`src/rtl/memory_arbiter_if.sv`:
```
// Cache/RAM bundle for memory_arbiter.
// Macro: none. Parameters WORD_W (data width) and ADDR_W (address width).
// Cache side: iREN/iaddr, dREN/dWEN/daddr/dstore in; iwait/dwait/iload/dload back.
// RAM side:   ramREN/ramWEN/ramaddr/ramstore out; ramload/ramstate back.
// Status:     memerr, sticky grant-timeout flag.
// slave  = the arbiter's view; master = the caches + RAM (testbench) view.
interface memory_arbiter_if #(
    parameter int unsigned WORD_W = 32,
    parameter int unsigned ADDR_W = 32
);
    logic              iREN;
    logic [ADDR_W-1:0] iaddr;
    logic              dREN;
    logic              dWEN;
    logic [ADDR_W-1:0] daddr;
    logic [WORD_W-1:0] dstore;
    logic              iwait;
    logic              dwait;
    logic [WORD_W-1:0] iload;
    logic [WORD_W-1:0] dload;
    logic              ramREN;
    logic              ramWEN;
    logic [ADDR_W-1:0] ramaddr;
    logic [WORD_W-1:0] ramstore;
    logic [WORD_W-1:0] ramload;
    logic [1:0]        ramstate;
    logic              memerr;

    modport slave (
        input  iREN, iaddr, dREN, dWEN, daddr, dstore, ramload, ramstate,
        output iwait, dwait, iload, dload, ramREN, ramWEN, ramaddr, ramstore, memerr
    );

    modport master (
        output iREN, iaddr, dREN, dWEN, daddr, dstore, ramload, ramstate,
        input  iwait, dwait, iload, dload, ramREN, ramWEN, ramaddr, ramstore, memerr
    );
endinterface

```
`src/rtl/memory_arbiter.sv`:
```
// memory_arbiter: arbitrates icache fetches and dcache reads/writes onto one RAM
// port, returns iwait/dwait/iload/dload, and flags grants that never see ACCESS.
// Optional macro ARB_ROUND_ROBIN_EN: conflicts go to the requester not served
// last; without it data always beats instruction.
// Ports: CLK (rising edge), nRST (async active-low), bus (memory_arbiter_if.slave).
// Parameters: WORD_W, ADDR_W (must match the interface), TIMEOUT (>=1).
module memory_arbiter #(
    parameter int unsigned WORD_W  = 32,
    parameter int unsigned ADDR_W  = 32,
    parameter int unsigned TIMEOUT = 255
) (
    input  logic           CLK,
    input  logic           nRST,
    memory_arbiter_if.slave bus
);

    // Timer only needs to reach TIMEOUT-1 before the abort fires.
    localparam int unsigned TMR_W = (TIMEOUT > 1) ? $clog2(TIMEOUT) : 1;
    localparam logic [TMR_W-1:0] TMR_LAST = TMR_W'(TIMEOUT - 1);
    localparam logic [1:0] RAM_ACCESS = 2'd2;

    typedef enum logic [1:0] {
        IDLE    = 2'd0,
        GRANT_D = 2'd1,
        GRANT_I = 2'd2
    } state_e;

    state_e             state_q, state_d;
    logic [TMR_W-1:0]   timer_q, timer_d;
    logic               memerr_q, memerr_d;
    logic               dreq;
    logic               access;

`ifdef ARB_ROUND_ROBIN_EN
    typedef enum logic {
        LG_INSTR = 1'b0,
        LG_DATA  = 1'b1
    } last_e;

    last_e              last_q, last_d;
`endif

    assign dreq       = bus.dREN | bus.dWEN;
    assign access     = (bus.ramstate == RAM_ACCESS);
    assign bus.memerr = memerr_q;

    // State, timer and sticky error registers.
    always_ff @(posedge CLK or negedge nRST) begin
        if (!nRST) begin
            state_q  <= IDLE;
            timer_q  <= '0;
            memerr_q <= 1'b0;
`ifdef ARB_ROUND_ROBIN_EN
            last_q   <= LG_INSTR;
`endif
        end else begin
            state_q  <= state_d;
            timer_q  <= timer_d;
            memerr_q <= memerr_d;
`ifdef ARB_ROUND_ROBIN_EN
            last_q   <= last_d;
`endif
        end
    end

    // Next state plus the combinational cache/RAM-side responses.
    always_comb begin
        state_d      = state_q;
        timer_d      = timer_q;
        memerr_d     = memerr_q;
`ifdef ARB_ROUND_ROBIN_EN
        last_d       = last_q;
`endif
        bus.iwait    = 1'b1;
        bus.dwait    = 1'b1;
        bus.iload    = WORD_W'(0);
        bus.dload    = WORD_W'(0);
        bus.ramREN   = 1'b0;
        bus.ramWEN   = 1'b0;
        bus.ramaddr  = ADDR_W'(0);
        bus.ramstore = WORD_W'(0);

        unique case (state_q)
            IDLE: begin
                timer_d = '0;
                if (dreq && bus.iREN) begin
`ifdef ARB_ROUND_ROBIN_EN
                    state_d = (last_q == LG_DATA) ? GRANT_I : GRANT_D;
`else
                    state_d = GRANT_D;
`endif
                end else if (dreq) begin
                    state_d = GRANT_D;
                end else if (bus.iREN) begin
                    state_d = GRANT_I;
                end
            end

            GRANT_D: begin
                if (!dreq) begin
                    // Request withdrawn: strobes already low, quietly return.
                    state_d = IDLE;
                    timer_d = '0;
                end else begin
                    bus.ramaddr  = bus.daddr;
                    bus.ramWEN   = bus.dWEN;
                    bus.ramREN   = bus.dREN & ~bus.dWEN;
                    bus.ramstore = bus.dstore;
                    if (access) begin
                        bus.dwait = 1'b0;
                        bus.dload = bus.ramload;
                        state_d   = IDLE;
                        timer_d   = '0;
`ifdef ARB_ROUND_ROBIN_EN
                        last_d    = LG_DATA;
`endif
                    end else if (timer_q == TMR_LAST) begin
                        memerr_d = 1'b1;
                        state_d  = IDLE;
                        timer_d  = '0;
                    end else begin
                        timer_d = TMR_W'(timer_q + 1'b1);
                    end
                end
            end

            GRANT_I: begin
                if (!bus.iREN) begin
                    state_d = IDLE;
                    timer_d = '0;
                end else begin
                    bus.ramaddr = bus.iaddr;
                    bus.ramREN  = 1'b1;
                    if (access) begin
                        bus.iwait = 1'b0;
                        bus.iload = bus.ramload;
                        state_d   = IDLE;
                        timer_d   = '0;
`ifdef ARB_ROUND_ROBIN_EN
                        last_d    = LG_INSTR;
`endif
                    end else if (timer_q == TMR_LAST) begin
                        memerr_d = 1'b1;
                        state_d  = IDLE;
                        timer_d  = '0;
                    end else begin
                        timer_d = TMR_W'(timer_q + 1'b1);
                    end
                end
            end

            default: begin
                state_d = IDLE;
                timer_d = '0;
            end
        endcase
    end

endmodule

```
`src/flat_wrapper.sv`:
```
// flat-port wrapper written by rule: the top's interface ports become plain ports
module memory_arbiter_flat 
#(
    parameter int unsigned WORD_W  = 32,
    parameter int unsigned ADDR_W  = 32,
    parameter int unsigned TIMEOUT = 255
)
  (CLK, nRST, bus_iREN, bus_iaddr, bus_dREN, bus_dWEN, bus_daddr, bus_dstore, bus_ramload, bus_ramstate, bus_iwait, bus_dwait, bus_iload, bus_dload, bus_ramREN, bus_ramWEN, bus_ramaddr, bus_ramstore, bus_memerr);
  memory_arbiter_if #(.WORD_W(WORD_W), .ADDR_W(ADDR_W)) bus_i ();
  input  logic CLK;
  input  logic nRST;
  input wire logic [$bits(bus_i.iREN)-1:0] bus_iREN;
  input wire logic [$bits(bus_i.iaddr)-1:0] bus_iaddr;
  input wire logic [$bits(bus_i.dREN)-1:0] bus_dREN;
  input wire logic [$bits(bus_i.dWEN)-1:0] bus_dWEN;
  input wire logic [$bits(bus_i.daddr)-1:0] bus_daddr;
  input wire logic [$bits(bus_i.dstore)-1:0] bus_dstore;
  input wire logic [$bits(bus_i.ramload)-1:0] bus_ramload;
  input wire logic [$bits(bus_i.ramstate)-1:0] bus_ramstate;
  output wire logic [$bits(bus_i.iwait)-1:0] bus_iwait;
  output wire logic [$bits(bus_i.dwait)-1:0] bus_dwait;
  output wire logic [$bits(bus_i.iload)-1:0] bus_iload;
  output wire logic [$bits(bus_i.dload)-1:0] bus_dload;
  output wire logic [$bits(bus_i.ramREN)-1:0] bus_ramREN;
  output wire logic [$bits(bus_i.ramWEN)-1:0] bus_ramWEN;
  output wire logic [$bits(bus_i.ramaddr)-1:0] bus_ramaddr;
  output wire logic [$bits(bus_i.ramstore)-1:0] bus_ramstore;
  output wire logic [$bits(bus_i.memerr)-1:0] bus_memerr;
  assign bus_i.iREN = bus_iREN;
  assign bus_i.iaddr = bus_iaddr;
  assign bus_i.dREN = bus_dREN;
  assign bus_i.dWEN = bus_dWEN;
  assign bus_i.daddr = bus_daddr;
  assign bus_i.dstore = bus_dstore;
  assign bus_i.ramload = bus_ramload;
  assign bus_i.ramstate = bus_ramstate;
  assign bus_iwait = bus_i.iwait;
  assign bus_dwait = bus_i.dwait;
  assign bus_iload = bus_i.iload;
  assign bus_dload = bus_i.dload;
  assign bus_ramREN = bus_i.ramREN;
  assign bus_ramWEN = bus_i.ramWEN;
  assign bus_ramaddr = bus_i.ramaddr;
  assign bus_ramstore = bus_i.ramstore;
  assign bus_memerr = bus_i.memerr;
  memory_arbiter #(.WORD_W(WORD_W), .ADDR_W(ADDR_W), .TIMEOUT(TIMEOUT)) u_core (.CLK(CLK), .nRST(nRST), .bus(bus_i));
endmodule
```
`config.mk`:
```
export PLATFORM = sky130hd
export DESIGN_NAME = memory_arbiter_flat
export DESIGN_NICKNAME = d
export VERILOG_FILES = /design/src/rtl/memory_arbiter_if.sv /design/src/rtl/memory_arbiter.sv /design/src/flat_wrapper.sv
export SDC_FILE = /design/constraint.sdc
export NUM_CORES = 1
export LEC_CHECK = 0
export CAP_MARGIN = 0
export CORE_AREA = 2 2 105 107
export DETAILED_ROUTE_END_ITERATION = 12
export DIE_AREA = 0 0 107 109
export PLACE_DENSITY = 0.63
export SLEW_MARGIN = 5
export SYNTH_ARGS = -nofsm -noshare
export SYNTH_HDL_FRONTEND = slang
export SYNTH_SLANG_ARGS = --single-unit
export TNS_END_PERCENT = 1
```
`constraint.sdc`:
```
create_clock -name CLK -period 2.2 [get_ports CLK]
set_input_delay 0.44 -clock CLK [delete_from_list [all_inputs] [get_ports CLK]]
set_output_delay 0.44 -clock CLK [all_outputs]
set_load 0.01 [all_outputs]
```
==> summary.md, run 1 <==
| Metric | Value |
|---|---|
| P_leak | `2.38 nW` |
| Share of post-route cells with drive strength above 1 | `36.7%` |
| TritonRoute pass-1 iters | `4` |
| Boundary Pins | `268` |
| Hold Path End | `u_core.bus.memerr` |
| Vias in the first global route | `3101` |
| Wire length per cell | `17.2 µm` |
| Largest family of logic cells by synthesized area | `simple AND/OR/NAND/NOR gates` |
| CTS root buf | `clkbuf_8` |
| Top-count cell post-synth | `and3_1` |
| Failing checks | `negative setup slack` |
| CP Buf/Inv Count | `4` |
| Drt total wl | `11.7 mm` |
| Ys flop type | `dfrtp_1` |
| Core footprint | `10600 µm²` |
| Fin nets | `682` |
| Cell count after synthesis | `258` |
| H-tree Lvls | `1` |
| Synth Net Count | `399` |
| Mux contribution to synthesized area | `0%` |
| Gr ovfl total | `0` |
| CTS Buffer Depth | `2` |
| Clock Sinks | `11` |
| Critical Path Stages | `8` |
| Final hold viol count | `0` |
| CP Capture Type | `output pin` |
| Total track usage | `17.8%` |
| Worst EP arrival | `1.79 ns` |
| Post-synthesis compound-gate area fraction | `16.5%` |
| # fillers | `1044` |
| Netlist cell types | `31` |
| FF-to-FF setup slack | `0.30 ns` |
| Antenna diode count | `0` |
| Placed instance area | `4760 µm²` |
| P per Cell Area | `596 nW/µm²` |
| Die X | `107 µm` |
| Flops & latches, synth | `11` |
| Reg2reg end | `u_core.timer_q[6]` |
| Mapped Area | `1820 µm²` |
| Seq/Total Area, Yosys | `15.1%` |
| Synth Warn # | `0` |
| Via count | `3027` |
| Worst Hold Depth | `1` |
| Max Slew Vio Count | `0` |
| Peak per-stage delay on the critical path | `0.44 ns` |
| Cells along the critical path | `inv_2, ha_4, and2_4, buf_6, buf_12, a22oi_1, nor2b_1, buf_2` |
| Drt initial violations | `104` |
| Max Cap Viol | `0` |
| Clock latency on the worst-skew pair | `0.25 ns` |
| Top cells by count, synth | `64 x and3_1, 35 x and2_1, 35 x nor2b_1` |
| First-pass GRT wire length | `16.3 mm` |
| Setup CP Type | `register to output pin` |
| Final Setup Violations | `11` |
| Setup crit start kind | `register` |
| Worst Min Path Start | `u_core.bus.memerr` |
| Initial antenna violation count | `0` |
| Num CTS Buffers | `3` |
| Average size of a mapped cell | `7.07 µm²` |
| CTS tree | `built` |
| Final period util | `101%` |
| Worst hold-check path type | `register to register` |
| Max-slew headroom | `64.8%` |
| IR drop worst, VDD | `0.428 mV` |
| Design Power | `3.02 mW` |
| Starting Density | `17.2%` |
| Worst R2R Path Depth | `7` |
| Residual DRC count | `0` |
| # rows | `38` |
| Most area-consuming cells after synthesis | `and3_1 22%, dfrtp_1 15%, a22oi_1 13%` |
| Area share of the largest cell type after synthesis | `21.9%` |
| Status | `complete, but fails checks` |
| Final instance area | `5070 µm²` |
| RSZ-0062 raised after global routing | `yes` |
| Routability Congestion | `0.748` |
| Antenna viol nets, final | `0` |
| Yosys top cell by area | `and3_1` |
| Die Height | `109 µm` |
| Fraction of synthesized cell area in xor and xnor cells | `2.88%` |
| Fin worst setup slack | `-0.0277 ns` |
| DIE AREA | `11700 µm²` |
| Post-synth EDFFs | `0` |
| Dpl hpwl | `8.01 mm` |
| Post-Synth Simple-Gate Area | `53.4%` |
| Area delta synth->final | `178%` |
| CP top delay family | `buffers and inverters` |
| F_max | `449 MHz` |
| Hold Buf Count CTS | `0` |
| # port buffers | `267` |
| Clock slew seen by the registers of the worst setup and hold paths | `0.06 ns` |
| RR Startpoint | `u_core.state_q[1]` |
| Pin count of the biggest net entering global routing | `34` |
| Min Tclk post-route | `2.23 ns` |
| Adder-Cell Fraction of Synth Area | `4.12%` |
| Crit path max fanout | `9` |
| Actual slew at the worst max-slew pin | `0.526 ns` |
| Worst clock skew | `0.00435 ns` |
| Critical Path RT | `1.76 ns` |
| Vias per Instance | `4.45` |
| Async SR Flop Fraction | `100%` |
| CP max stage cell | `dfrtp_2` |
==> what timing repair did <==
item                       CTS  global route
gates resized for setup    393            91
setup buffers               10             4
cloned                       8             3
hold endpoints to repair     0             0
pin swaps                    5            17
setup endpoints to repair  131           129
==> through the flow <==
stage / std cells / hold slack (ns) / util (%) / setup slack [ns] / setup TNS [ns]
6_report: 680 / 0.495 / 47.8 / -0.0277 / -0.167
5_1_grt: 680 / 0.503 / 47.8 / -0.112 / -2.43
4_1_cts: 675 / 0.505 / 48.5 / -0.102 / -1.67
3_5_place_dp: 653 / 0.494 / 44.9 / -0.493 / -45.58
3_3_place_gp: 653 / 0.484 / 44.9 / -0.474 / -42.15
2_1_floorplan: 258 / 0.144 / - / 0.218 / 0
==> where the power goes <==
part	switching, mW	leakage [nW]	internal [mW]
registers	0.0285	0.150	0.225
clock network	0.0873	0.0255	0.125
logic	1.15	2.20	1.40
==> cell type report <==
| type | count | area, µm² | area share (%) |
|---|---|---|---|
| clock inverters | 1 | 5.00 | 0.0987 |
| repair buffers | 307 | 2970 | 58.6 |
| flip-flops and latches | 11 | 277 | 5.45 |
| well taps | 140 | 175 | 3.45 |
| clock buffers | 3 | 41.3 | 0.814 |
| multi-input cells | 213 | 1580 | 31.2 |
| inverters | 5 | 18.8 | 0.370 |
==> routing by layer <==
metal | GRT usage, % | vias up | part of all wire [%]
met5 | 0 | - | 0
met4 | 2.97 | 0 | 0.49
met3 | 3.95 | 6 | 8.4
met2 | 34.7 | 173 | 53
met1 | 20.1 | 1384 | 38
li1 | - | 1464 | -
==> logic make-up (layout without fill, tap and decap cells) <==
kind of cell / after synthesis / count (layout)
AND/OR/NAND/NOR: 161 / 161
adder cells (fa/ha/maj): 6 / 6
flip-flops: 11 / 11
XOR/XNOR: 6 / 6
AO/OA/AOI/OAI: 40 / 40
buffers and inverters: 34 / 316
==> placed cells by master, fill, tap and decap left out, drive strengths merged, types with 2 or more instances in the layout <==
| cell type | n |
|---|---|
| dlygate4sd2 | 4 |
| and2 | 36 |
| nor2 | 11 |
| o21ai | 2 |
| and4 | 2 |
| clkdlybuf4s50 | 131 |
| clkdlybuf4s15 | 55 |
| nand2b | 2 |
| dfrtp | 11 |
| dlymetal6s2s | 2 |
| clkbuf | 35 |
| nor2b | 35 |
| nand2 | 5 |
| a21o | 2 |
| xor2 | 3 |
| buf | 82 |
| nand3 | 3 |
| ha | 6 |
| and3 | 64 |
| inv | 5 |
| a22oi | 32 |
| xnor2 | 3 |
==> flip-flops by register name, summed over array words and instances (netlist names) <==
signal and cells:
u_core.timer_q 8, u_core.state_q 2, u_core.bus.memerr 1
==> how the worst max path moves through the flow <==
| stage | from | to | slack, ns |
|---|---|---|---|
| final | u_core.state_q[0] | bus_ramaddr[27] | -0.03 |
| after global routing | u_core.state_q[0] | bus_ramaddr[3] | -0.11 |
| after CTS | u_core.state_q[0] | bus_ramaddr[20] | -0.10 |
| after detailed placement | bus_dWEN | bus_ramaddr[3] | -0.49 |
| after global placement | bus_dWEN | bus_ramaddr[3] | -0.47 |
| after floorplan | u_core.state_q[0] | bus_ramaddr[13] | 0.22 |
==> worst register-to-register path, cell delays in order, from the launching register on <==
cell and delay (ns):
dfrtp_1 0.43, inv_2 0.10, ha_4 0.15, o21a_4 0.20, buf_12 0.18, o21ai_1 0.09
or3b_1 0.50, nor2_1 0.18
No activity file was read; power rests on OpenSTA's default activity.
==> inputs of run 2 (changes only) <==
- CTS_CLUSTER_SIZE: default -> 20
==> results of run 2 <==
Final layout, timing and power as in run 1 (identical DEF).
==> inputs of run 3 (changes only) <==
- GPL_TIMING_DRIVEN: default -> 0
==> run 3 against run 2 <==
  * The flow still finishes with violations (negative setup slack)
  * Global-route usage decreased by 1.2 points
  * Sequential share of layout area increased by 0.48 points
  * Worst hold slack got worse by 0.031 ns
  * Cell area decreased by 7.6%
  * Combinational power decreased by 9.4%
  * Total power decreased by 8.0%
  * Wire length decreased by 7.4%
  * Count of clock-buffer cells in the layout increased by 1
  * Cell count increased by 0.29%
  * Flip-flop and latch count unchanged
==> summary.md, run 3 (synthesis gave the netlist of run 1 again) <==
| Metric | Value |
|---|---|
| Largest register FFs | `8 (unchanged)` |
| CP max stage cell | `dfrtp_2` |
| Dpl hpwl | `8.75 mm (+9.2%)` |
| CP top delay family | `buffers and inverters` |
| Clock latency on the worst-skew pair | `0.24 ns (about the same)` |
| Worst Setup EP | `bus_dload[23]` |
| Crit path max fanout | `10 (+1)` |
| P_leak | `2.44 nW (+2.6%)` |
| Worst R2R Path Depth | `9 (+2)` |
| P per Cell Area | `593 nW/µm² (-0.42%)` |
| Wire length per cell | `15.9 µm (-7.7%)` |
| Clock Sinks | `11 (unchanged)` |
| Final period util | `102% (+0.55 points)` |
| First-pass GRT wire length | `15.7 mm (-4.1%)` |
| Worst hold-check path type | `register to register` |
| Fin nets | `684 (+0.29%)` |
| Failing checks | `negative setup slack` |
| Most common cell after layout, fill and taps aside | `clkdlybuf4s50_1` |
| H-tree Lvls | `1 (unchanged)` |
| Area delta synth->final | `157%` |
| Fin worst setup slack | `-0.0398 ns (-0.0121 ns)` |
| IR drop worst, VDD | `0.333 mV (-22%)` |
| RR Startpoint | `u_core.state_q[1]` |
| CTS tree | `built` |
| Cells along the critical path | `inv_2, ha_4, o21a_1, buf_8, buf_4, clkbuf_8, and3_1, buf_2` |
| Final Setup Violations | `48 (+37)` |
| Clock slew seen by the registers of the worst setup and hold paths | `0.05 ns (about the same)` |
| Reg2reg end | `u_core.timer_q[6]` |
| Drt total wl | `10.8 mm (-7.4%)` |
| Total track usage | `16.7% (-1.2 points)` |
| Vias in the first global route | `3054 (-1.5%)` |
| Setup WS pre-CTS | `-0.963 ns (-0.470 ns)` |
| Routability Congestion | `0.762 (+1.9%)` |
| Min Tclk post-route | `2.24 ns (+0.0121 ns)` |
| # rows | `38 (unchanged)` |
| Die X | `107 µm (unchanged)` |
| DIE AREA | `11700 µm² (unchanged)` |
| Worst setup path startpoint | `u_core.state_q[1]` |
| Peak per-stage delay on the critical path | `0.44 ns (about the same)` |
| TritonRoute pass-1 iters | `4 (unchanged)` |
| Post-Layout Cell Count | `682 (+0.29%)` |
| Setup CP Type | `register to output pin` |
| # fillers | `1123 (+7.6%)` |
| Final hold viol count | `0 (unchanged)` |
| Most frequent cells in the layout | `133 x clkdlybuf4s50_1, 98 x buf_2, 61 x and3_1` |
| Drt initial violations | `129 (+24%)` |
| Num CTS Buffers | `3 (unchanged)` |
| Vias per Instance | `4.41 (-0.95%)` |
| Critical Path Stages | `8 (unchanged)` |
| CTS root buf | `clkbuf_8` |
| Worst EP arrival | `1.80 ns (about the same)` |
| Top reg by flops | `u_core.timer_q` |
| Gr ovfl total | `0 (unchanged)` |
| Share of post-route cells with drive strength above 1 | `37.6% (+0.97 points)` |
| Worst Hold Depth | `1 (unchanged)` |
| Pin count of the biggest net entering global routing | `12 (-65%)` |
| Max-slew headroom | `66.9% (+2.1 points)` |
| Antenna viol nets, final | `0 (unchanged)` |
| Die Height | `109 µm (unchanged)` |
| Starting Density | `17.2% (unchanged)` |
| Residual DRC count | `0 (unchanged)` |
| CTS Buffer Depth | `2 (unchanged)` |
| Status | `complete, but fails checks` |
| Core footprint | `10600 µm² (unchanged)` |
| Max Slew Vio Count | `0 (unchanged)` |
| Antenna diode count | `0 (unchanged)` |
| Critical Path RT | `1.76 ns (about the same)` |
| # port buffers | `267 (unchanged)` |
| Setup_tns | `-0.694 ns (-0.527 ns)` |
| Boundary Pins | `268 (unchanged)` |
| Worst clock skew | `0.000857 ns (-0.00350 ns)` |
| Via count | `3007 (-0.66%)` |
| Design Power | `2.78 mW (-8.0%)` |
| CP Capture Type | `output pin` |
| RSZ-0062 raised after global routing | `yes` |
| FF-to-FF setup slack | `0.29 ns (about the same)` |
| Initial antenna violation count | `0 (unchanged)` |
| Setup crit start kind | `register` |
| CP Buf/Inv Count | `5 (+1)` |
| Inst Count DP | `665 (+1.8%)` |
| F_max | `446 MHz (-0.54%)` |
| Max Cap Viol | `0 (unchanged)` |
| Actual slew at the worst max-slew pin | `0.495 ns (-0.0319 ns)` |
## run 3: cell count changes in the layout (fill, tap and decap cells not counted), moves of 9 or more
cell	previous run	this run
clkdlybuf4s15_1	14	2
buf_2	46	98
dlygate4sd2_1	4	13
clkbuf_2	29	16
buf_12	10	0
clkdlybuf4s15_2	41	0
buf_8	0	12
## run 3: how the worst min path moves through the flow
| stage | from | end | slack, ns |
|---|---|---|---|
| floorplan | nRST | u_core.bus.memerr | 0.14 |
| global placement | u_core.bus.memerr | u_core.bus.memerr | 0.45 |
| detailed placement | u_core.bus.memerr | u_core.bus.memerr | 0.46 |
| CTS | u_core.bus.memerr | u_core.bus.memerr | 0.47 |
| global route | u_core.bus.memerr | u_core.bus.memerr | 0.49 |
| finish | u_core.bus.memerr | u_core.bus.memerr | 0.46 |
## run 3: area by class of cell
class | instances | area, µm² | share of cell area, %
Multi-Input combinational cell | 214 | 1580 | 33.8
Sequential cell | 11 | 278 | 5.93
Timing Repair Buffer | 281 | 2250 | 48.0
Clock buffer | 4 | 45.0 | 0.961
Tap cell | 140 | 175 | 3.74
Buffer | 27 | 337 | 7.18
Inverter | 5 | 18.8 | 0.401
## run 3: where the power goes
group          switching, mW  internal (mW)  total (mW)
combinational           1.05           1.27        2.32
sequential            0.0320          0.226       0.258
clock                 0.0730          0.127       0.200
## run 3: stage by stage
step / area (µm²) / hold slack [ns] / util (%)
detailed placement: 4670 / 0.456 / 44.1
global route: 4690 / 0.490 / 44.2
finish: 4690 / 0.464 / 44.2
floorplan: 1820 / 0.144 / -
CTS: 4560 / 0.468 / 43.0
global placement: 4670 / 0.450 / 44.1
## run 3: worst reg2reg max path, stage by stage, from the launching register on
cell     delay, ns
dfrtp_2       0.44
inv_2         0.10
ha_4          0.16
o21a_1        0.15
buf_8         0.16
buf_6         0.14
o21ai_1       0.07
or3b_1        0.37
buf_6         0.15
nor2_1        0.10
## run 3: what timing repair did
action | CTS | global route
setup buffers | 4 | 8
hold buffers | 0 | 0
pin swaps | 3 | 12
gates cloned | 1 | 2
endpoints found under the setup margin | 130 | 131
gates resized for setup | 497 | 113
## run 3: metal layers
metal  track usage, %  part of all wire [%]  vias to the layer above
met5                0                     0                        -
met4             3.15                  0.85                        0
met3             4.72                    10                        7
met2             32.5                    53                      173
met1             18.0                    37                     1358
li1                 -                     -                     1469
